<file path="config.mk">
export PLATFORM = sky130hd
export DESIGN_NAME = mem_access_seq
export DESIGN_NICKNAME = d
export VERILOG_FILES = /design/src/rtl/mem_access_seq.sv
export SDC_FILE = /design/constraint.sdc
export NUM_CORES = 1
export LEC_CHECK = 0
export ABC_AREA = 1
export CELL_PAD_IN_SITES_DETAIL_PLACEMENT = 1
export CELL_PAD_IN_SITES_GLOBAL_PLACEMENT = 1
export CORE_MARGIN = 1.5
export CORE_UTILIZATION = 33
export CTS_CLUSTER_SIZE = 30
export DETAILED_ROUTE_END_ITERATION = 12
export HOLD_SLACK_MARGIN = 0.12
export PLACE_DENSITY = 0.87
export SYNTH_ARGS = -nofsm -noshare
export SYNTH_HDL_FRONTEND = slang
export SYNTH_SLANG_ARGS = --single-unit
</file>
<file path="constraint.sdc">
create_clock -name Clk -period 3.69 [get_ports Clk]
set_input_delay 0.738 -clock Clk [delete_from_list [all_inputs] [get_ports Clk]]
set_output_delay 0.738 -clock Clk [all_outputs]
set_load 0.005 [all_outputs]
</file>
<file path="src/rtl/mem_access_seq.sv">
// Memory-access sequencer: takes one fetch/load/store request at a time, runs the
// four-phase ramMFA/ramMFC handshake and returns extended load data or an error code.
module mem_access_seq #(
   parameter int ADDR_W  = 9,
   parameter int DATA_W  = 32,
   parameter int TIMEOUT = 15
) (
   input  logic              Clk,
   input  logic              reset,
   input  logic              req_valid,
   output logic              req_ready,
   input  logic              req_fetch,
   input  logic              req_rw,
   input  logic [1:0]        req_size,
   input  logic              req_signed,
   input  logic [ADDR_W-1:0] req_addr,
   input  logic [DATA_W-1:0] req_wdata,
   output logic              rsp_valid,
   output logic [DATA_W-1:0] rsp_rdata,
   output logic [1:0]        rsp_err,
   output logic              ramMFA,
   output logic              ramRW,
   output logic [1:0]        ramDataSize,
   output logic [ADDR_W-1:0] ramAddress,
   output logic [DATA_W-1:0] ramDataOut,
   input  logic [DATA_W-1:0] ramDataIn,
   input  logic              ramMFC,
   output logic [1:0]        dbg_state
);

   // Request side: req_valid is sampled only on an edge where req_ready is high;
   // the requester holds req_valid and the request fields until that edge.
   // RAM side: ramMFA rises with stable address/rw/size/data, RAM answers with
   // ramMFC, ramMFA falls, and a new access waits until ramMFC has fallen.
   typedef enum logic [1:0] {
      S_IDLE    = 2'd0,
      S_ACCESS  = 2'd1,
      S_RESP    = 2'd2,
      S_RELEASE = 2'd3
   } state_t;

   localparam int CNT_W = (TIMEOUT > 2) ? $clog2(TIMEOUT) : 1;

   state_t              state_q, state_d;
   logic [CNT_W-1:0]    cnt_q, cnt_d;
   logic                req_ready_q, req_ready_d;
   logic                rsp_valid_q, rsp_valid_d;
   logic [DATA_W-1:0]   rsp_rdata_q, rsp_rdata_d;
   logic [1:0]          rsp_err_q, rsp_err_d;
   logic                mfa_q, mfa_d;
   logic                rw_q, rw_d;
   logic [1:0]          size_q, size_d;
   logic [ADDR_W-1:0]   addr_q, addr_d;
   logic [DATA_W-1:0]   wdata_q, wdata_d;
   logic                sgn_q, sgn_d;

   logic [1:0]          eff_size;
   logic                eff_rw;
   logic                eff_sgn;
   logic [1:0]          chk_err;
   logic [DATA_W-1:0]   ext_data;

   always_comb begin
      state_d     = state_q;
      cnt_d       = cnt_q;
      req_ready_d = req_ready_q;
      rsp_valid_d = 1'b0;
      rsp_rdata_d = '0;
      rsp_err_d   = 2'b00;
      mfa_d       = mfa_q;
      rw_d        = rw_q;
      size_d      = size_q;
      addr_d      = addr_q;
      wdata_d     = wdata_q;
      sgn_d       = sgn_q;

      eff_size = req_fetch ? 2'b10 : req_size;
      eff_rw   = ~req_fetch & req_rw;
      eff_sgn  = ~req_fetch & req_signed;

      // Illegal size outranks misalignment.
      if (eff_size == 2'b11)
         chk_err = 2'b11;
      else if ((eff_size == 2'b01 && req_addr[0]) ||
               (eff_size == 2'b10 && req_addr[1:0] != 2'b00))
         chk_err = 2'b01;
      else
         chk_err = 2'b00;

      case (size_q)
         2'b00:   ext_data = {{24{sgn_q & ramDataIn[7]}}, ramDataIn[7:0]};
         2'b01:   ext_data = {{16{sgn_q & ramDataIn[15]}}, ramDataIn[15:0]};
         default: ext_data = ramDataIn;
      endcase

      case (state_q)
         S_IDLE: begin
            if (req_valid) begin
               req_ready_d = 1'b0;
               if (chk_err != 2'b00) begin
                  state_d     = S_RESP;
                  rsp_valid_d = 1'b1;
                  rsp_err_d   = chk_err;
               end else begin
                  state_d = S_ACCESS;
                  cnt_d   = '0;
                  mfa_d   = 1'b1;
                  rw_d    = eff_rw;
                  size_d  = eff_size;
                  sgn_d   = eff_sgn;
                  addr_d  = req_addr;
                  wdata_d = eff_rw ? req_wdata : '0;
               end
            end
         end
         S_ACCESS: begin
            // MFC arriving on the timeout edge still completes the access normally.
            if (ramMFC || cnt_q == CNT_W'(TIMEOUT - 1)) begin
               state_d     = S_RESP;
               rsp_valid_d = 1'b1;
               rsp_err_d   = ramMFC ? 2'b00 : 2'b10;
               rsp_rdata_d = (ramMFC && !rw_q) ? ext_data : '0;
               mfa_d       = 1'b0;
               rw_d        = 1'b0;
               size_d      = 2'b00;
               sgn_d       = 1'b0;
               addr_d      = '0;
               wdata_d     = '0;
            end else begin
               cnt_d = cnt_q + CNT_W'(1);
            end
         end
         S_RESP: begin
            if (ramMFC) begin
               state_d = S_RELEASE;
            end else begin
               state_d     = S_IDLE;
               req_ready_d = 1'b1;
            end
         end
         S_RELEASE: begin
            if (!ramMFC) begin
               state_d     = S_IDLE;
               req_ready_d = 1'b1;
            end
         end
         default: begin
            state_d     = S_IDLE;
            req_ready_d = 1'b1;
         end
      endcase
   end

   always_ff @(posedge Clk or negedge reset) begin
      if (!reset) begin
         state_q     <= S_IDLE;
         cnt_q       <= '0;
         req_ready_q <= 1'b1;
         rsp_valid_q <= 1'b0;
         rsp_rdata_q <= '0;
         rsp_err_q   <= 2'b00;
         mfa_q       <= 1'b0;
         rw_q        <= 1'b0;
         size_q      <= 2'b00;
         addr_q      <= '0;
         wdata_q     <= '0;
         sgn_q       <= 1'b0;
      end else begin
         state_q     <= state_d;
         cnt_q       <= cnt_d;
         req_ready_q <= req_ready_d;
         rsp_valid_q <= rsp_valid_d;
         rsp_rdata_q <= rsp_rdata_d;
         rsp_err_q   <= rsp_err_d;
         mfa_q       <= mfa_d;
         rw_q        <= rw_d;
         size_q      <= size_d;
         addr_q      <= addr_d;
         wdata_q     <= wdata_d;
         sgn_q       <= sgn_d;
      end
   end

   assign req_ready   = req_ready_q;
   assign rsp_valid   = rsp_valid_q;
   assign rsp_rdata   = rsp_rdata_q;
   assign rsp_err     = rsp_err_q;
   assign ramMFA      = mfa_q;
   assign ramRW       = rw_q;
   assign ramDataSize = size_q;
   assign ramAddress  = addr_q;
   assign ramDataOut  = wdata_q;
   assign dbg_state   = state_q;

endmodule
</file>
==> flow_metrics.env, run 1 <==
export IMPL_status="complete, no violations"
export IMPL_die_area_sq_um=12810
export IMPL_worstSetupPathType="in -> reg"
export IMPL_final_max_slew_viol_count=0
export IMPL_power_w=0.003953
export IMPL_worstPathCellList="clkdlybuf4s50_1 > inv_2 > nand2_1 > buf_4 > nor3b_1 > nand3_1 > nand2_1"
export IMPL_final_setup_viol_count=0
export IMPL_p_leak_nw=2.841
export IMPL_path_buf_inv=3
export IMPL_finalCriticalPeriod_ps=2427
export IMPL_pwr_share_comb_pct=40.3
export IMPL_clkSinkCount=88
export IMPL_fin_tns_setup_ps=0
export IMPL_ctsResizeCount=0
export IMPL_fin_ws_ps=1263
export IMPL_cts_tree="built"
export IMPL_globalRoute_totalOverflow=0
export IMPL_internal_power_w=0.002551
export IMPL_critPathLaunchType="input port"
export IMPL_grt_pass1_wl_microns=19450
export IMPL_drive_above_1_share_pct=7.578
export IMPL_antenna_found_initial=0
export IMPL_grt_pass1_vias=3847
export IMPL_post_place_ws_ps=862.2
export IMPL_yosysUniqueCellTypes=30
export IMPL_synthArstFlopShare_pct=100.0
export IMPL_final_fill_count=1430
export IMPL_post_drt_wl_per_cell_microns=15.98
export IMPL_clockPowerShare_pct=22.9
export IMPL_critical_path_max_stage_delay_ps=570
export IMPL_cp_arrival_ps=2700
export IMPL_p_sw_w=0.001402
export IMPL_drtIter0Drc=155
export IMPL_synth_edff_count=0
export IMPL_seq_area_sq_um=2203
export IMPL_ctsLongestPathBuffers=2
export IMPL_drt_total_wl_microns=12050
export IMPL_gp_congestion=0.7761
export IMPL_synth_cells=448
export IMPL_synthTopCellsByArea="dfrtp_1 54%, nand2_1 13%, nor3b_1 6.0%"
export IMPL_maxSlewHeadroom_pct=26.91
export IMPL_ys_ff_latch=88
export IMPL_power_density_nw_per_um2=662.3
export IMPL_critPathMostFrequentCell="nand2_1"
export IMPL_end_kind="flip-flop"
export IMPL_postSynthAreaPerCell_sq_um=8.940
export IMPL_fin_crit_sh_pct=65.77
export IMPL_rsz0062_at_grt="false"
export IMPL_crit_fanout=28
export IMPL_synth_top_area_share_pct=54.36
export IMPL_gr_usage_all_layers_pct=19.23
export IMPL_diodes=0
export IMPL_hp_class="reg -> reg"
export IMPL_worst_pin_slew_ps=1096
export IMPL_synth_flop_cell="dfrtp_1"
export IMPL_num_io_pins=165
export IMPL_clockRootBuffer="clkbuf_16"
export IMPL_io_buffers=164
export IMPL_initial_core_util_pct=33.62
export IMPL_yosys_warnings=0
export IMPL_grt_max_degree=89
export IMPL_drc=0
export IMPL_clk_pin_slew_ps=70
export IMPL_crit_family="simple AND/OR/NAND/NOR gates"
export IMPL_worst_path_max_delay_cell="nand2_1"
export IMPL_cts_setup_buffers=0
export IMPL_dr_pass1_iters=4
export IMPL_vias=3665
export IMPL_die_w_microns=113.2
export IMPL_worstSkewPairLatency_ps=340
export IMPL_ctsHoldBuffers=0
export IMPL_coreArea_sq_um=11910
export IMPL_required_ps=3960
export IMPL_syn_nets=532
export IMPL_peakVddDrop_mv=0.2402
export IMPL_finalHoldViolCount=0
export IMPL_synth_area_leader_cell="dfrtp_1"
export IMPL_p_sw_share_pct=35.47
export IMPL_dpl_hpwl_microns=8615
export IMPL_htreeDepth=3
export IMPL_chipHeight_microns=113.2
export IMPL_fmax_mhz=412.1
export IMPL_skew_ps=14.32
export IMPL_cts_buffers=9
export IMPL_hold_slack_ps=471.5
export IMPL_multi_input_area_sq_um=1540
export IMPL_viasPerCell=4.861
export IMPL_pwr_share_seq_pct=36.8
export IMPL_fp_row_count=40
export IMPL_maxCapViolations=0
export IMPL_ant_nets=0
export IMPL_nets=686
export IMPL_ys_seq_area_share_pct=55.01
export IMPL_area_delta_synth_final_pct=49.02
export IMPL_syn_area_sq_um=4005
==> flip-flops by register name (all words and copies together), names as in the netlist <==
name         count
rsp_rdata       32
rsp_valid        1
ramDataOut      32
ramDataSize      2
sgn_q            1
rsp_err          2
ramMFA           1
dbg_state        2
cnt_q            4
ramAddress       9
ramRW            1
req_ready        1
==> path summary, 6_finish.rpt <==
path / start / to / cells past startpoint / slack (ps)
max: req_fetch / ramDataOut[5] / 7 / 1260
min: req_ready / req_ready / 2 / 470
max reg2reg: dbg_state[1] / ramDataOut[20] / 7 / 1330
min reg2reg: req_ready / req_ready / 2 / 470
max in group asynchronous: reset / ramDataOut[22] / 1 / 2390
min in group asynchronous: reset / rsp_rdata[12] / 1 / 590
==> layout make-up <==
class,instances,area share [%]
repair buffers,167,27.84
clock buffers,10,3.836
multi-input cells,314,25.81
well taps,147,3.082
inverters,22,1.384
flip-flops and latches,88,36.92
clock inverters,6,1.132
==> metal layers <==
metal  up-vias  GRT usage, %  part of all wire, %
met2       115         32.77                   50
met5         -             0                    0
met3        18         3.482                  4.8
li1       1726             -                    -
met4         0         8.000                  2.5
met1      1806         24.14                   43
==> cells by family (layout without fill, tap and decap cells) <==
logic type               Yosys count  in the layout  synth area share, %
adder cells (fa/ha/maj)            2              2               0.6247
AND/OR/NAND/NOR                  298            298                35.68
flip-flops                        88             88                55.01
AO/OA/AOI/OAI                     13             13                1.937
buffers and inverters             46            205                6.529
XOR/XNOR                           1              1               0.2187
==> stage by stage <==
step | instance area, sq um | utilization (%) | instances
after global routing | 5968 | 50.11 | 754
after floorplan | 4005 | - | 448
final | 5968 | 50.11 | 754
after detailed placement | 5672 | 47.62 | 738
after global placement | 5672 | 47.62 | 738
after CTS | 5968 | 50.11 | 754
==> placed cells by master (no fill, tap or decap), drive strengths merged <==
cell type and count:
o22ai 1, clkinv 3, ha 2, nand4 1, bufinv 1, nor3b 32, xnor2 1, dfrtp 87
or2 2, nand3 48, nand3b 9, clkdlybuf4s50 163, o21ai 3, inv 22, nand2 142, clkinvlp 2
clkbuf 10, dfstp 1, buf 4, nor2 64, a21oi 9
==> Yosys cell counts (2+ instances only) <==
library cell / number
nand2_1: 138
dfrtp_1: 87
nor2_1: 50
nand3_1: 46
nor3b_1: 32
inv_1: 17
nor2_2: 11
a21oi_1: 9
nand3b_1: 9
buf_6: 8
buf_4: 6
buf_2: 5
clkbuf_1: 4
inv_2: 4
ha_1: 2
nand2_2: 2
nand2_4: 2
nand3_2: 2
nor2_4: 2
o21ai_0: 2
==> tightest hold or removal path, delay by kind of cell (launching register included) <==
family	cells	cell delay (ps)
DFF	1	370
and+or+nand+nor	2	110
==> power groups by stage <==
stage	Combinational (W)	Sequential, W	Clock [W]
final	0.00159	0.00146	0.000907
after global routing	0.00176	0.00149	0.000967
after CTS	0.00162	0.00146	0.000929
after detailed placement	0.00161	0.00147	0
after global placement	0.00154	0.00146	0
after floorplan	0.000807	0.00145	0
Note: power is estimated with default switching activity, not from simulation.
==> run 2, diff against run 1 <==
Settings changed: CORE_UTILIZATION 33 to 31, PLACE_DENSITY 0.87 to 0.83.
Clock period 3.69 ns to 2.33 ns, I/O delays scaled along.
==> flow_metrics.env, run 2 (same netlist as run 1, synthesis figures left out) <==
export IMPL_maxCapViolations=0
export IMPL_power_w=0.006443
export IMPL_final_setup_viol_count=0
export IMPL_fin_tns_setup_ps=0
export IMPL_coreArea_sq_um=12620
export IMPL_cts_buffers=9
export IMPL_gr_usage_all_layers_pct=18.49
export IMPL_placed_area_sq_um=5746
export IMPL_area_delta_synth_final_pct=51.83
export IMPL_die_w_microns=116.7
export IMPL_grt_pass1_wl_microns=19310
export IMPL_design_area_sq_um=6081
export IMPL_vias=3608
export IMPL_startpoint="dbg_state[1]"
export IMPL_pwr_share_seq_pct=35.5
export IMPL_critical_path_max_stage_delay_ps=570
export IMPL_final_max_slew_viol_count=0
export IMPL_dpl_hpwl_microns=8909
export IMPL_fp_row_count=41
export IMPL_crit_fanout=5
export IMPL_skew_ps=6.016
export IMPL_drive_above_1_share_pct=8.170
export IMPL_maxSlewHeadroom_pct=61.17
export IMPL_power_density_nw_per_um2=1060
export IMPL_dp_cells=767
export IMPL_p_leak_nw=2.882
export IMPL_peakVddDrop_mv=0.3975
export IMPL_worst_pin_slew_ps=580.3
export IMPL_hp_class="reg -> reg"
export IMPL_fin_crit_sh_pct=79.64
export IMPL_pwr_share_comb_pct=40.2
export IMPL_drtIter0Drc=195
export IMPL_post_drt_wl_per_cell_microns=15.71
export IMPL_crit_family="buffers and inverters"
export IMPL_cp_arrival_ps=1390
export IMPL_worstSkewPairLatency_ps=340
export IMPL_ant_nets=0
export IMPL_fin_cells=785
export IMPL_clkSinkCount=88
export IMPL_clockRootBuffer="clkbuf_16"
export IMPL_r2r_start="cnt_q[0]"
export IMPL_ctsResizeCount=0
export IMPL_critPathLaunchType="flip-flop"
export IMPL_worstPathCellList="clkdlybuf4s50_1"
export IMPL_required_ps=1860
export IMPL_drt_total_wl_microns=12330
export IMPL_finalCriticalPeriod_ps=1856
export IMPL_globalRoute_totalOverflow=0
export IMPL_clk_pin_slew_ps=60
export IMPL_rsz0062_at_grt="false"
export IMPL_dr_pass1_iters=4
export IMPL_fin_util_pct=48.19
export IMPL_drc=0
export IMPL_num_io_pins=165
export IMPL_grt_max_degree=55
export IMPL_io_buffers=164
export IMPL_viasPerCell=4.596
export IMPL_gp_congestion=0.7210
export IMPL_die_area_sq_um=13610
export IMPL_worstSetupPathType="reg -> out"
export IMPL_status="complete, no violations"
export IMPL_clockPowerShare_pct=24.2
export IMPL_p_sw_share_pct=34.73
export IMPL_worst_path_max_delay_cell="clkdlybuf4s50_1"
export IMPL_final_cell_mix="163 x clkdlybuf4s50_1, 138 x nand2_1, 87 x dfrtp_1"
export IMPL_htreeDepth=3
export IMPL_path_buf_inv=1
export IMPL_finalHoldViolCount=0
export IMPL_ctsLongestPathBuffers=2
export IMPL_internal_power_w=0.004205
export IMPL_cts_tree="built"
export IMPL_grt_pass1_vias=3815
export IMPL_initial_core_util_pct=31.74
export IMPL_antenna_found_initial=0
export IMPL_end_kind="primary output"
export IMPL_final_fill_count=1492
export IMPL_layout_cells_most_common="clkdlybuf4s50_1"
export IMPL_min_delay_start="req_ready"
export IMPL_chipHeight_microns=116.7
export IMPL_fmax_mhz=538.9
export IMPL_nets=691
export IMPL_p_sw_w=0.002237
[run 2: path summary, 6_finish.rpt]
| check | to | slack (ps) | depth (start not counted) |
|---|---|---|---|
| setup / recovery | dbg_state[1] | 470 | 1 |
| hold reg to reg | req_ready | 470 | 2 |
| max in group asynchronous | req_ready | 1000 | 3 |
| hold / removal | req_ready | 470 | 2 |
| setup reg to reg | ramAddress[7] | 580 | 9 |
| min in group asynchronous | ramDataOut[12] | 640 | 2 |
[run 2: area by class of cell]
type | instances | area, sq um | share of cell area (%)
inverters | 22 | 82.58 | 1.358
multi-input cells | 314 | 1540 | 25.33
repair buffers | 172 | 1714 | 28.19
clock inverters | 5 | 80.08 | 1.317
clock buffers | 11 | 242.7 | 3.992
flip-flops and latches | 88 | 2203 | 36.23
diodes | 1 | 2.502 | 0.04115
well taps | 172 | 215.2 | 3.539
[run 2: metal layers]
| layer | global-route usage (%) | up-vias | wire length [microns] |
|---|---|---|---|
| met5 | 0 | - | 0 |
| li1 | - | 1733 | - |
| met3 | 3.633 | 11 | 584 |
| met2 | 32.16 | 91 | 6404 |
| met4 | 7.390 | 0 | 175 |
| met1 | 22.63 | 1773 | 5166 |
[run 2: power by group through the flow]
| stage | logic, W | registers (W) | clock network (W) |
|---|---|---|---|
| after CTS | 0.00263 | 0.00230 | 0.00160 |
| after floorplan | 0.00128 | 0.00230 | 0 |
| after global placement | 0.00251 | 0.00231 | 0 |
| after detailed placement | 0.00262 | 0.00231 | 0 |
| final | 0.00259 | 0.00229 | 0.00156 |
| after global routing | 0.00287 | 0.00234 | 0.00165 |
[run 2: through the flow]
stage | hold WS, ps | setup WS, ps
finish | 467.2 | 474.3
CTS | 472.4 | 463.8
floorplan | 170.4 | 925.8
global placement | 454.0 | 365.7
global route | 488.3 | 423.2
detailed placement | 457.4 | 305.8
[run 2: repair_timing]
action                                 4_1_cts  5_1_grt
hold buffers                                 1        0
endpoints found under the hold margin       34        0
setup buffers                                0        0
==> run 3, diff against run 2 <==
Clock period 2.33 ns to 1.75 ns, I/O delays scaled along.
==> flow_metrics.env, run 3 (same netlist as run 1, synthesis figures left out) <==
export IMPL_status="complete, no violations"
export IMPL_whs_path_depth=2
export IMPL_power_density_nw_per_um2=1430
export IMPL_p_sw_w=0.003038
export IMPL_pwr_share_seq_pct=34.5
export IMPL_grt_pass1_vias=3961
export IMPL_whs_endpoint="req_ready"
export IMPL_maxCapViolations=0
export IMPL_die_w_microns=116.7
export IMPL_drtIter0Drc=177
export IMPL_finalCriticalPeriod_ps=1656
export IMPL_diodes=0
export IMPL_p_leak_nw=2.966
export IMPL_nets=700
export IMPL_dpl_hpwl_microns=9383
export IMPL_pwr_share_comb_pct=41.2
export IMPL_power_w=0.008919
export IMPL_num_io_pins=165
export IMPL_fp_row_count=41
export IMPL_final_max_slew_viol_count=0
export IMPL_end_kind="primary output"
export IMPL_internal_power_w=0.005881
export IMPL_gp_congestion=0.7421
export IMPL_drc=0
export IMPL_crit_cells=1
export IMPL_clockRootBuffer="clkbuf_16"
export IMPL_crit_family="buffers and inverters"
export IMPL_crit_fanout=5
export IMPL_initial_core_util_pct=31.74
export IMPL_drive_above_1_share_pct=9.823
export IMPL_dr_pass1_iters=4
export IMPL_grt_pass1_wl_microns=19850
export IMPL_rr_endpoint="ramDataOut[12]"
export IMPL_clk_pin_slew_ps=60
export IMPL_clkSinkCount=88
export IMPL_antenna_found_initial=0
export IMPL_htreeDepth=3
export IMPL_vias=3666
export IMPL_ctsLongestPathBuffers=2
export IMPL_critical_path_max_stage_delay_ps=540
export IMPL_rsz0062_at_grt="false"
export IMPL_hp_class="reg -> reg"
export IMPL_fmax_mhz=603.8
export IMPL_layout_cells_most_common="clkdlybuf4s50_1"
export IMPL_ant_nets=0
export IMPL_path_buf_inv=1
export IMPL_grt_max_degree=35
export IMPL_die_area_sq_um=13610
export IMPL_worst_path_max_delay_cell="clkdlybuf4s50_1"
export IMPL_hold_slack_ps=466.8
export IMPL_worstSetupPathType="reg -> out"
export IMPL_critPathLaunchType="flip-flop"
export IMPL_coreArea_sq_um=12620
export IMPL_cts_buffers=9
export IMPL_rrSetupSlack_ps=140
export IMPL_required_ps=1400
export IMPL_area_delta_synth_final_pct=55.73
export IMPL_min_delay_start="req_ready"
export IMPL_gr_usage_all_layers_pct=18.91
export IMPL_maxSlewHeadroom_pct=60.96
export IMPL_r2r_start="cnt_q[0]"
export IMPL_worstRegToRegCells=10
export IMPL_chipHeight_microns=116.7
export IMPL_worstPathCellList="clkdlybuf4s50_1"
export IMPL_worstSkewPairLatency_ps=330
export IMPL_drt_total_wl_microns=12600
export IMPL_cts_tree="built"
export IMPL_cp_arrival_ps=1310
export IMPL_fin_crit_sh_pct=94.64
export IMPL_skew_ps=7.190
export IMPL_globalRoute_totalOverflow=0
export IMPL_dp_cells=776
export IMPL_viasPerCell=4.623
export IMPL_p_sw_share_pct=34.06
export IMPL_io_buffers=164
export IMPL_worst_pin_slew_ps=583.3
export IMPL_final_cell_mix="162 x clkdlybuf4s50_1, 137 x nand2_1, 86 x dfrtp_1"
export IMPL_post_drt_wl_per_cell_microns=15.89
export IMPL_clockPowerShare_pct=24.2
export IMPL_finalHoldViolCount=0
export IMPL_peakVddDrop_mv=0.5929
export IMPL_post_place_ws_ps=-57.26
export IMPL_final_setup_viol_count=0
export IMPL_fin_cells=793
export IMPL_final_fill_count=1462
export IMPL_fin_ws_ps=93.82
[run 3: timing repair]
item                                   4_1_cts  5_1_grt
gates resized for setup                      2        1
hold buffers                                 1        0
buffers inserted                             0        0
endpoints found under the hold margin       24        0
pin swaps                                    0        0
setup endpoints to repair                    2        1
[run 3: how the worst max path moves through the flow]
stage	startpoint	to	slack (ps)
5_1_grt	cnt_q[0]	ramAddress[6]	2
3_3_place_gp	req_fetch	ramAddress[0]	10
3_5_place_dp	req_fetch	ramDataOut[18]	-60
4_1_cts	dbg_state[1]	dbg_state[1]	70
6_report	dbg_state[1]	dbg_state[1]	90
2_1_floorplan	cnt_q[0]	ramDataSize[1]	350
[run 3: metrics by stage]
step                      TNS [ps]  utilization [%]  instance area, sq um
after global placement           0            46.66                  5888
after detailed placement     -1606            46.66                  5888
after floorplan                  0                -                  4005
after CTS                        0            49.41                  6235
after global routing             0            49.42                  6237
final                            0            49.42                  6237
[run 3: cell type report]
class	instances	area [sq um]	share of cell area (%)
Timing Repair Buffer	181	1856	29.75
Tap cell	172	215.2	3.450
Clock inverter	6	107.6	1.725
Multi-Input combinational cell	314	1543	24.73
Sequential cell	88	2205	35.35
Inverter	22	82.58	1.324
Clock buffer	10	229.0	3.671
[run 3: power groups by stage]
| stage | registers [W] | logic [W] | clock network, W |
|---|---|---|---|
| 6_report | 0.00308 | 0.00368 | 0.00216 |
| 5_1_grt | 0.00316 | 0.00406 | 0.00231 |
| 4_1_cts | 0.00309 | 0.00373 | 0.00222 |
| 3_5_place_dp | 0.00310 | 0.00371 | 0 |
| 3_3_place_gp | 0.00308 | 0.00356 | 0 |
| 2_1_floorplan | 0.00306 | 0.00170 | 0 |
[run 3: metal layers]
metal | vias up | track usage (%) | wire length [microns]
li1 | 1753 | - | -
met1 | 1793 | 23.28 | 5327
met2 | 104 | 33.61 | 6445
met3 | 16 | 3.373 | 610
met4 | 0 | 6.265 | 218
met5 | - | 0 | 0
